File: src/rtl/bitwise_logic_fifo.sv
// Registered AND/OR/XOR/NAND unit with a DEPTH-entry result FIFO and valid/ready handshakes.
// Optional macro BITWISE_LOGIC_FIFO_PARITY_EN adds a per-entry stored parity output y_parity.
module bitwise_logic_fifo #(
  parameter int unsigned WIDTH = 4,
  parameter int unsigned DEPTH = 4
) (
  input  logic                     clk,
  input  logic                     rst,
  input  logic                     in_valid,
  output logic                     in_ready,
  input  logic [1:0]               op,
  input  logic [WIDTH-1:0]         a,
  input  logic [WIDTH-1:0]         b,
  output logic                     out_valid,
  input  logic                     out_ready,
  output logic [WIDTH-1:0]         y,
`ifdef BITWISE_LOGIC_FIFO_PARITY_EN
  output logic                     y_parity,
`endif
  output logic [$clog2(DEPTH):0]   count
);

  localparam int unsigned PTR_W = $clog2(DEPTH);
  localparam int unsigned CNT_W = PTR_W + 1;
`ifdef BITWISE_LOGIC_FIFO_PARITY_EN
  localparam int unsigned ENT_W = WIDTH + 1;
`else
  localparam int unsigned ENT_W = WIDTH;
`endif

  logic [ENT_W-1:0] mem [DEPTH];
  logic [PTR_W-1:0] wr_ptr, rd_ptr, wr_ptr_nxt, rd_ptr_nxt;
  logic [CNT_W-1:0] count_nxt;
  logic [ENT_W-1:0] head, head_nxt, wdata_c;
  logic [WIDTH-1:0] result_c;
  logic             push_c, pop_c;

  // Operation decode; NAND stays WIDTH bits wide by construction.
  always_comb begin
    result_c = '0;
    case (op)
      2'b00:   result_c = a & b;
      2'b01:   result_c = a | b;
      2'b10:   result_c = a ^ b;
      default: result_c = ~(a & b);
    endcase
  end

`ifdef BITWISE_LOGIC_FIFO_PARITY_EN
  assign wdata_c = {^result_c, result_c};
`else
  assign wdata_c = result_c;
`endif

  assign push_c = in_valid && in_ready;
  assign pop_c  = out_valid && out_ready;

  // Next pointers, occupancy and the head entry presented after this edge.
  always_comb begin
    wr_ptr_nxt = wr_ptr + PTR_W'(push_c);
    rd_ptr_nxt = rd_ptr + PTR_W'(pop_c);
    count_nxt  = count;
    head_nxt   = '0;
    if (push_c && !pop_c) count_nxt = count + CNT_W'(1);
    else if (!push_c && pop_c) count_nxt = count - CNT_W'(1);
    // A push lands on the new head only when it is the sole surviving entry.
    if (count_nxt != '0) begin
      if (push_c && (wr_ptr == rd_ptr_nxt)) head_nxt = wdata_c;
      else head_nxt = mem[rd_ptr_nxt];
    end
  end

  always_ff @(posedge clk or posedge rst) begin
    if (rst) begin
      wr_ptr    <= '0;
      rd_ptr    <= '0;
      count     <= '0;
      head      <= '0;
      out_valid <= 1'b0;
      in_ready  <= 1'b1;
    end else begin
      wr_ptr    <= wr_ptr_nxt;
      rd_ptr    <= rd_ptr_nxt;
      count     <= count_nxt;
      head      <= head_nxt;
      out_valid <= (count_nxt != '0);
      in_ready  <= (count_nxt < CNT_W'(DEPTH));
    end
  end

  // Payload storage carries no reset; stale entries are unreachable once pointers clear.
  always_ff @(posedge clk) begin
    if (push_c) mem[wr_ptr] <= wdata_c;
  end

  assign y = head[WIDTH-1:0];
`ifdef BITWISE_LOGIC_FIFO_PARITY_EN
  assign y_parity = head[WIDTH];
`endif

endmodule

File: config.mk
export PLATFORM = sky130hd
export DESIGN_NAME = bitwise_logic_fifo
export DESIGN_NICKNAME = d
export VERILOG_FILES = /design/src/rtl/bitwise_logic_fifo.sv
export SDC_FILE = /design/constraint.sdc
export NUM_CORES = 1
export LEC_CHECK = 0
export CAP_MARGIN = 0
export CORE_UTILIZATION = 45
export CTS_BUF_LIST = sky130_fd_sc_hd__clkbuf_16
export CTS_CLUSTER_DIAMETER = 120
export DETAILED_ROUTE_END_ITERATION = 8
export MAX_ROUTING_LAYER = met4
export PLACE_DENSITY = 0.68
export SYNTH_ARGS = -nofsm -noshare
export SYNTH_HDL_FRONTEND = slang
export SYNTH_SLANG_ARGS = --single-unit
File: constraint.sdc
create_clock -name clk -period 2.3 [get_ports clk]
set_input_delay 0.575 -clock clk [delete_from_list [all_inputs] [get_ports clk]]
set_output_delay 0.575 -clock clk [all_outputs]
set_load 0.02 [all_outputs]
# --- Yosys cells after proc, flatten, opt, wreduce, memory -nomap -nowiden ---
# Memories as Yosys holds them, arrays and structs flattened.
# Cells that the tools add are included.
word_totals:
  input_bits: 14
  ramBits: 16
  ff_bits: 13
  mem_count: 1
  output_inout_bits: 9
  elab_cells: 35
mem_list:
  columns: ["memory", "depth", "word_bits", "rd", "rd_ports_with_merged_regs", "wr", "line_no", "rtl"]
  rows:
  - ["mem", 4, 4, 1, 0, 1, "31", "logic [ENT_W-1:0] mem [DEPTH];"]
op_classes:
  bitwise: 4
  n_reduce_logical: 9
  n_lt_le_gt_ge: 1
  eq_ne: 3
  mux: 7
  n_addsub: 4
ops:
  columns: ["cell", "n"]
  rows:
  - ["4-bit one-hot mux with 3 select lines", 1]
  - ["4-bit two-way mux", 2]
  - ["3-bit two-way mux", 2]
  - ["1-bit logical AND", 5]
  - ["2-bit by 1-bit adder with 2-bit output", 2]
  - ["4-bit bitwise AND", 1]
  - ["4-bit NOT", 1]
  - ["4-bit bitwise OR", 1]
  - ["4-bit bitwise XOR", 1]
  - ["3-bit by 1-bit adder with 3-bit output (second input constant)", 1]
  - ["3-bit < comparator (second input constant)", 1]
  - ["3-bit nonzero test", 1]
  - ["3-bit by 1-bit subtractor with 3-bit output (second input constant)", 1]
  - ["2-bit by 1-bit == test with 1-bit output (second input constant)", 1]
  - ["2-bit == test", 1]
  - ["2-bit == test (second input constant)", 1]
  - ["1-bit logical NOT", 2]
  - ["2-bit logical NOT", 1]
  - ["1-bit two-way mux", 2]

# --- Logic depth before layout (Yosys ltp) ---
# Gate-level depths: netlist (run 1).
depth:
  word_depth: 7
  depth_mapped: 8
  ltp_nobuf: 7

# --- Least setup slack after synthesis (run 1) ---
# OpenSTA, ideal clock, no wires.
synth_path:
  path_kind: "input-to-reg"
  start: "input port out_ready"
  end: "register head[2] (netlist: y[2])"
  n_path_buf: 1
  setup_ps: 136
  t_arrival_ps: 1787
  setup_slack_ps: 377
  required_time_ps: 2164
  path_stages: 7
  path_cell_list: "nand2_1 -> inv_2 -> ha_1 -> buf_6 -> mux4_2 -> nand2_1 -> a22oi_2"
synth_between:
  elab_chain_len: 6
  word_cells_on_any_way: 13
  classes_between: "1 x add/sub; 1 x eq/ne; 4 x mux; 6 x reduce/logical; 1 x memory"
synth_lines:
  columns: ["item", "line_no", "rtl"]
  rows:
  - ["from (decl)", "15", "input logic out_ready,"]
  - ["1-bit logical AND *", "56", "assign pop_c = out_valid && out_ready;"]
  - ["2-bit by 1-bit adder with 2-bit output *", "61", "rd_ptr_nxt = rd_ptr + PTR_W'(pop_c);"]
  - ["named net rd_ptr_nxt[0]", "32", "logic [PTR_W-1:0] wr_ptr, rd_ptr, wr_ptr_nxt, rd_ptr_nxt;"]
  - ["parallel branches: the longest is 2 deep, another holds memory 4 x 4 bit", null, null]
  - ["4-bit two-way mux *", "68", "if (push_c && (wr_ptr == rd_ptr_nxt)) head_nxt = wdata_c;"]
  - ["4-bit two-way mux *", "67", "if (count_nxt != '0) begin"]
  - ["named net head_nxt[2]", "34", "logic [ENT_W-1:0] head, head_nxt, wdata_c;"]
  - ["to (signal assigned)", "85", "head <= head_nxt;"]
  - ["to (decl)", "34", null]
# Mark *: on every way through the listed nets, which the timed path passes.

# --- Final worst setup path (run 1) ---
layout_path:
  start: "input port out_ready"
  end: "register head[0] (netlist: y[0])"
layout_between:
  elab_chain_len: 6
  word_cells_on_any_way: 13
  classes_between: "1 x add/sub; 1 x eq/ne; 4 x mux; 6 x reduce/logical; 1 x memory"
layout_lines:
  columns: ["item", "line_no"]
  rows:
  - ["1-bit logical AND *", "56"]
  - ["parallel branches: the longest is 4 deep, another holds memory 4 x 4 bit", null]
  - ["4-bit two-way mux *", "67"]
  - ["named net head_nxt[0]", "34"]
# Marked as above.

==> results.md, run 1 <==
* DR vias at approximately 1100
* Via density at between 5 and 6
* WS Path Type: in2reg
* Num rows at 21
* Share of the synthesized area in the top cell type at 0.294
* TritonCTS clock tree: done
* Leakage at 0.876 nW
* Clock Pin Slew Worst Setup and Hold Paths at approximately 0.050 ns
* Slew margin rel. at 0.653
* Cell Pwr Density at 1280 nW/um^2
* Area of the multi-input gates at 726 um^2
* Worst EP required at approximately 2.5 ns
* Syn_nets at roughly 150
* Fillers at between 200 and 300
* Clock Latency Late Sink at approximately 0.27 ns
* Post-synth EDFFs at 16
* Initial Util at 0.478
* Post-CTS sizing at 0
* I/O pin total at 23
* DRC marker count from the first detailed-route iteration at 54
* Max cap viols at 0
* Internal cell power at approximately 1.8 mW
* Postcts setup bufs at 0
* Part of the power in registers at 0.316
* Layout cells sized above 1 at 0.210
* Final WL at ~2800 um
* Final Skew at ~0.002 ns
* Register bit total from synthesis at 29
* Finished Cell Area at around 2100 um^2
* Routed len/inst at around 14 um
* Final core occ at 0.610
* Root buf cell: clkbuf_16
* Worst Max-Slew Pin Slew at 0.520 ns
* H-tree depth at 2
* Comb pwr share at 0.462
* GRT Total Usage at 0.171
* First-pass GRT wire length at ~4900 um
* Diode count at 0
* Cts bufs inserted at 5
* Initial antenna violation count at 0
* Input/output buffers at 22
* DRC Markers at 0
* Peak supply drop at 518 uV
* Primary FF master, synth: edfxtp_1
* Deepest clock path buffer count at 2
* Die H at just over 60 um
* Hold_buf cts at 0
* Psw at ~0.90 mW
* Gr busiest metal: met2
* Tcrit/Tclk final at 0.929
* Die area at 3870 um^2
* Setup TNS at 0 ns
* Setup crit start kind: primary input
* Status: complete, no violations
* Sequential share of the synthesized area at 0.495
* Final #Nets at approximately 190
* Number of detailed-route iterations in the first pass at 4
* Max Clk Rate at 0.468 GHz
* Area contributors post-synth: edfxtp_1 (29%), dfrtp_1 (18%), ha_1 (9.2%), mux4_2 (5.5%), inv_1 (2.8%)
* Reg2reg path depth at 5
* RSZ-0062 raised after global routing: no
* Hold WC Path Type: reg2reg
* Most frequent cell after synthesis: edfxtp_1
* Area of the mapped netlist at between 1500 and 2000 um^2
* Max Slew Vio Count at 0
* Maximum fanout along the worst path at 5
* Fin crit period at 2.14 ns
* Worst Setup End Kind: register
* Die X at roughly 62 um
* Hold Path Cell Cnt at 1
* Arr. time, crit path at 2.32 ns
* Vias in the first global route at between 1000 and 1500
* CTS sink count at 29
* Setup violators final at 0
* Dpl hpwl at 2200 um
* Area growth from synthesis to layout at 27.6%
* Core ar. at between 3000 and 4000 um^2
* Min Hold Slack at about 0.55 ns
* Final Hold Vio Count at 0
* GPL Wtd Cong at approximately 0.75
* Post-synth top cells: edfxtp_1 (16), dfrtp_1 (12), ha_1 (12), inv_1 (12), nand2_1 (12)
* Met3 usage at 0.0515
* Grt ovf at 0
* Clock group share of total power at 0.223
* Antenna violation net count after detailed routing at 0
* Placed instance area at between 1500 and 2000 um^2
* FF/Latch Area at roughly 810 um^2
* Count of different cell masters after synthesis at 37
* Met2 Use GR at 0.294
* Async set-or-reset flop fraction in the synthesized netlist at 0.448
* Post-synth top area cell: edfxtp_1
* Synthesized area per cell at between 10 and 15 um^2
* Largest net degree at the start of global routing at 14
* Yosys warns at 0
* GR met1 Demand/Resource at 0.184
* Syn Inst Count at 126
* Switching Share at 0.340
[kinds of logic after synthesis]
kind of cell,share of synthesized area
multiplexers,0.0637
XOR/XNOR,0.0721
adder cells (fa/ha/maj),0.0920
flip-flops,0.495
AND/OR/NAND/NOR,0.115
AO/OA/AOI/OAI,0.102
buffers and inverters,0.0606
[state kept, by name (all words and copies together) (netlist names)]
name,count
rd_ptr,2
in_ready,1
mem,16
count,3
out_valid,1
y,4
wr_ptr,2
[final timing paths]
check	from	endpoint	slack, ns
setup / recovery	out_ready	y[0]	0.16
hold / removal	count[2]	in_ready	0.55
setup reg to reg	count[0]	y[0]	0.49
hold reg to reg	count[2]	in_ready	0.55
max in group asynchronous	rst	in_ready	1.30
min in group asynchronous	rst	count[0]	0.64
[layer usage]
| layer | vias up | share of wire |
|---|---|---|
| met2 | 28 | 0.51 |
| met4 | 0 | 0.017 |
| li1 | 515 | - |
| met1 | 534 | 0.43 |
| met3 | 5 | 0.040 |
| met5 | - | 0 |
[placed cells by master (no fill, tap or decap), drive strengths merged]
master	synthesis	final
a211o	4	4
a21boi	1	1
a21oi	4	4
a22oi	4	4
and2b	1	1
and3	2	2
buf	2	9
bufinv	1	1
clkbuf	1	5
clkdlybuf4s50	0	22
clkinv	0	3
dfrtp	12	12
dfstp	1	1
edfxtp	16	16
ha	12	12
inv	13	13
mux2i	1	1
mux4	4	4
nand2	13	13
nand3	1	1
nand4	1	1
nor2	1	1
nor2b	7	7
nor3	5	5
nor3b	1	1
o211ai	2	2
o21ai	8	8
or4	1	1
xnor2	3	3
xnor3	1	1
xor2	3	3
[critical path: stages]
cell and delay, ns:
clkdlybuf4s50_1 0.49, nand2_1 0.09, inv_2 0.06, ha_1 0.21, xnor3_2 0.46, nand3_4 0.11, buf_4 0.13, nand2_1 0.04
a22oi_1 0.16
[metrics by stage]
stage / instances / setup WS, ns / power [mW]
final: 208 / 0.163 / 2.66
after floorplan: 126 / 0.377 / 1.71
after detailed placement: 200 / -0.124 / 2.08
after global placement: 200 / -0.0923 / 2.04
after global routing: 208 / 0.0397 / 2.83
after CTS: 208 / 0.160 / 2.68
[area by class of cell]
class | instances | area share
flip-flops and latches | 29 | 0.388
multi-input cells | 80 | 0.349
repair buffers | 31 | 0.138
clock buffers | 5 | 0.0601
inverters | 14 | 0.0319
well taps | 46 | 0.0276
clock inverters | 3 | 0.00601
[power groups by stage]
| stage | registers (mW) | clock network [mW] | logic [mW] |
|---|---|---|---|
| after floorplan | 0.925 | 0 | 0.784 |
| after global placement | 0.840 | 0 | 1.20 |
| after detailed placement | 0.849 | 0 | 1.23 |
| after CTS | 0.840 | 0.605 | 1.24 |
| after global routing | 0.860 | 0.630 | 1.34 |
| final | 0.839 | 0.592 | 1.23 |
No activity file was read; power rests on OpenSTA's default activity.
==> run 2, diff against run 1 <==
- CAP_MARGIN: 0 -> unset
- PLACE_DENSITY: 0.68 -> 0.65
==> run 2 against run 1 <==
Against the previous run: power rose by 4.4%; die area did not move; combinational power barely moved; clock skew rose by 0.00091 ns; global-route usage fell by 0.32 points; utilization rose by 0.88 points; critical path depth did not move; sequential share of layout area fell by 0.55 points; flip-flop and latch count did not move; register-to-register slack got worse by 0.03 ns; maximum frequency fell by 2.1%; largest cell class unchanged; largest power group unchanged; highest routed layer unchanged.
==> results.md, run 2 (synthesis results as in run 1) <==
* Max incr delay on CP at 0.49 ns
* Antenna violation net count after detailed routing at 0
* Max Clk Rate at 0.458 GHz
* Cells along the critical path: clkdlybuf4s50_1 > nand2_1 > inv_2 > ha_1 > xnor3_2 > nand3_4 > buf_4 > nand2_1 > a22oi_1
* Post-CTS sizing at 0
* Final core occ at 0.618
* Tcrit/Tclk final at 0.949
* Fin crit period at around 2.2 ns
* Min Hold Slack at 0.546 ns
* I/O pin total at 23
* TritonCTS clock tree: done
* Core ar. at 3420 um^2
* Most frequent cells in the layout: clkdlybuf4s50_1 (22), edfxtp_1 (16), inv_1 (13)
* Final Hold Vio Count at 0
* GRT Total Usage at 0.168
* Max cap viols at 0
* Setup crit start kind: primary input
* Worst Max-Slew Pin Slew at 0.499 ns
* Critical-path top delay cell: clkdlybuf4s50_1
* Met3 wire length at 104 um
* Clock Pin Slew Worst Setup and Hold Paths at roughly 0.050 ns
* Clock Latency Late Sink at between 0.2 and 0.3 ns
* CP top delay family: buffers and inverters
* DRC Markers at 0
* DR vias at between 1000 and 1500
* CTS sink count at 29
* Top reg by flops: mem
* Number of detailed-route iterations in the first pass at 4
* Layout cells sized above 1 at 0.205
* CP Depth at 9
* Metal2 WL at between 1000 and 1500 um
* Grt ovf at 0
* Peak supply drop at roughly 760 uV
* Die X at between 60 and 70 um
* GPL Wtd Cong at 0.714
* Largest net degree at the start of global routing at 14
* Vias in the first global route at between 1000 and 1500
* Dpl hpwl at roughly 2100 um
* R2R Setup Slk at ~0.46 ns
* Worst Setup End Kind: register
* Initial antenna violation count at 0
* Routed len/inst at 13.1 um
* WS Path Type: in2reg
* Hold Path Cell Cnt at 1
* Hold_buf cts at 0
* Die H at 62.2 um
* Reg2reg path depth at 5
* DR top layer: met4
* CP endpoint: y[3]
* Wire length on met1 at between 1000 and 1500 um
* Worst EP required at about 2.5 ns
* Final #Nets at around 190
* Max Slew Vio Count at 0
* Cell Pwr Density at between 1000 and 1500 nW/um^2
* Num rows at 21
* First-pass GRT wire length at 4680 um
* Deepest clock path buffer count at 2
* Leakage at 0.890 nW
* H-tree depth at 2
* DRC marker count from the first detailed-route iteration at 44
* Maximum fanout along the worst path at 5
* Final WL at ~2700 um
* Hold WC Path Type: reg2reg
* Postcts setup bufs at 0
* Via density at between 5 and 6
* Reg2reg end: y[3]
* Root buf cell: clkbuf_16
* Area growth from synthesis to layout at 29.4%
* Cts bufs inserted at 5
* RSZ-0062 raised after global routing: no
* Crit path top cell by count: nand2_1
* Hold path startpoint: count[2]
* Setup TNS at 0 ns
* Status: complete, no violations
* Arr. time, crit path at approximately 2.4 ns
* CP Buf/Inv Count at 3
* Reg2reg start: count[0]
* Input/output buffers at 22
* Slew margin rel. at 0.667
* Commonest non-fill, non-tap cell in the layout: clkdlybuf4s50_1
* Setup violators final at 0
* Crit path from: out_ready
* Max FFs per register at 16
* Die area at around 3900 um^2
* Final Skew at around 0.0029 ns
* Initial Util at 0.478
* Diode count at 0
## run 2: worst min-delay path by stage
stage | to
finish | in_ready
global route | in_ready
global placement | in_ready
floorplan | count[0]
CTS | in_ready
detailed placement | in_ready
## run 2: worst register-to-register path: cells and delay by family (launching register included)
kind                       cells  cell delay (ns)
AOI/OAI and AO/OA              2             0.26
adders and majority gates      1             0.35
buffers and inverters          1             0.11
DFF                            1             0.40
and+or+nand+nor                1             0.56
## run 2: cell type report
| type | count | area, um^2 |
|---|---|---|
| clock buffers | 5 | 125 |
| clock inverters | 3 | 37.5 |
| fillers | 274 | 1300 |
| inverters | 14 | 66.3 |
| multi-input cells | 80 | 726 |
| flip-flops and latches | 29 | 807 |
| well taps | 46 | 57.6 |
| repair buffers | 30 | 293 |
## run 2: metrics by stage
| stage | cells | cell area [um^2] | power, mW | setup slack (ns) |
|---|---|---|---|---|
| floorplan | 126 | 1630 | 1.71 | 0.377 |
| global placement | 199 | 1950 | 2.06 | -0.0869 |
| detailed placement | 199 | 1950 | 2.10 | -0.141 |
| CTS | 207 | 2110 | 2.81 | 0.133 |
| global route | 207 | 2110 | 2.95 | 0.0115 |
| finish | 207 | 2110 | 2.77 | 0.117 |
## run 2: report_power, final
part	switching, mW	internal [mW]
sequential	0.107	0.731
clock	0.198	0.500
combinational	0.587	0.651
## run 2: per-layer routing
| metal | vias to the layer above | track usage |
|---|---|---|
| met1 | 494 | 0.198 |
| met3 | 9 | 0.0533 |
| met5 | - | - |
| met4 | 0 | 0.0959 |
| met2 | 25 | 0.254 |
| li1 | 515 | - |
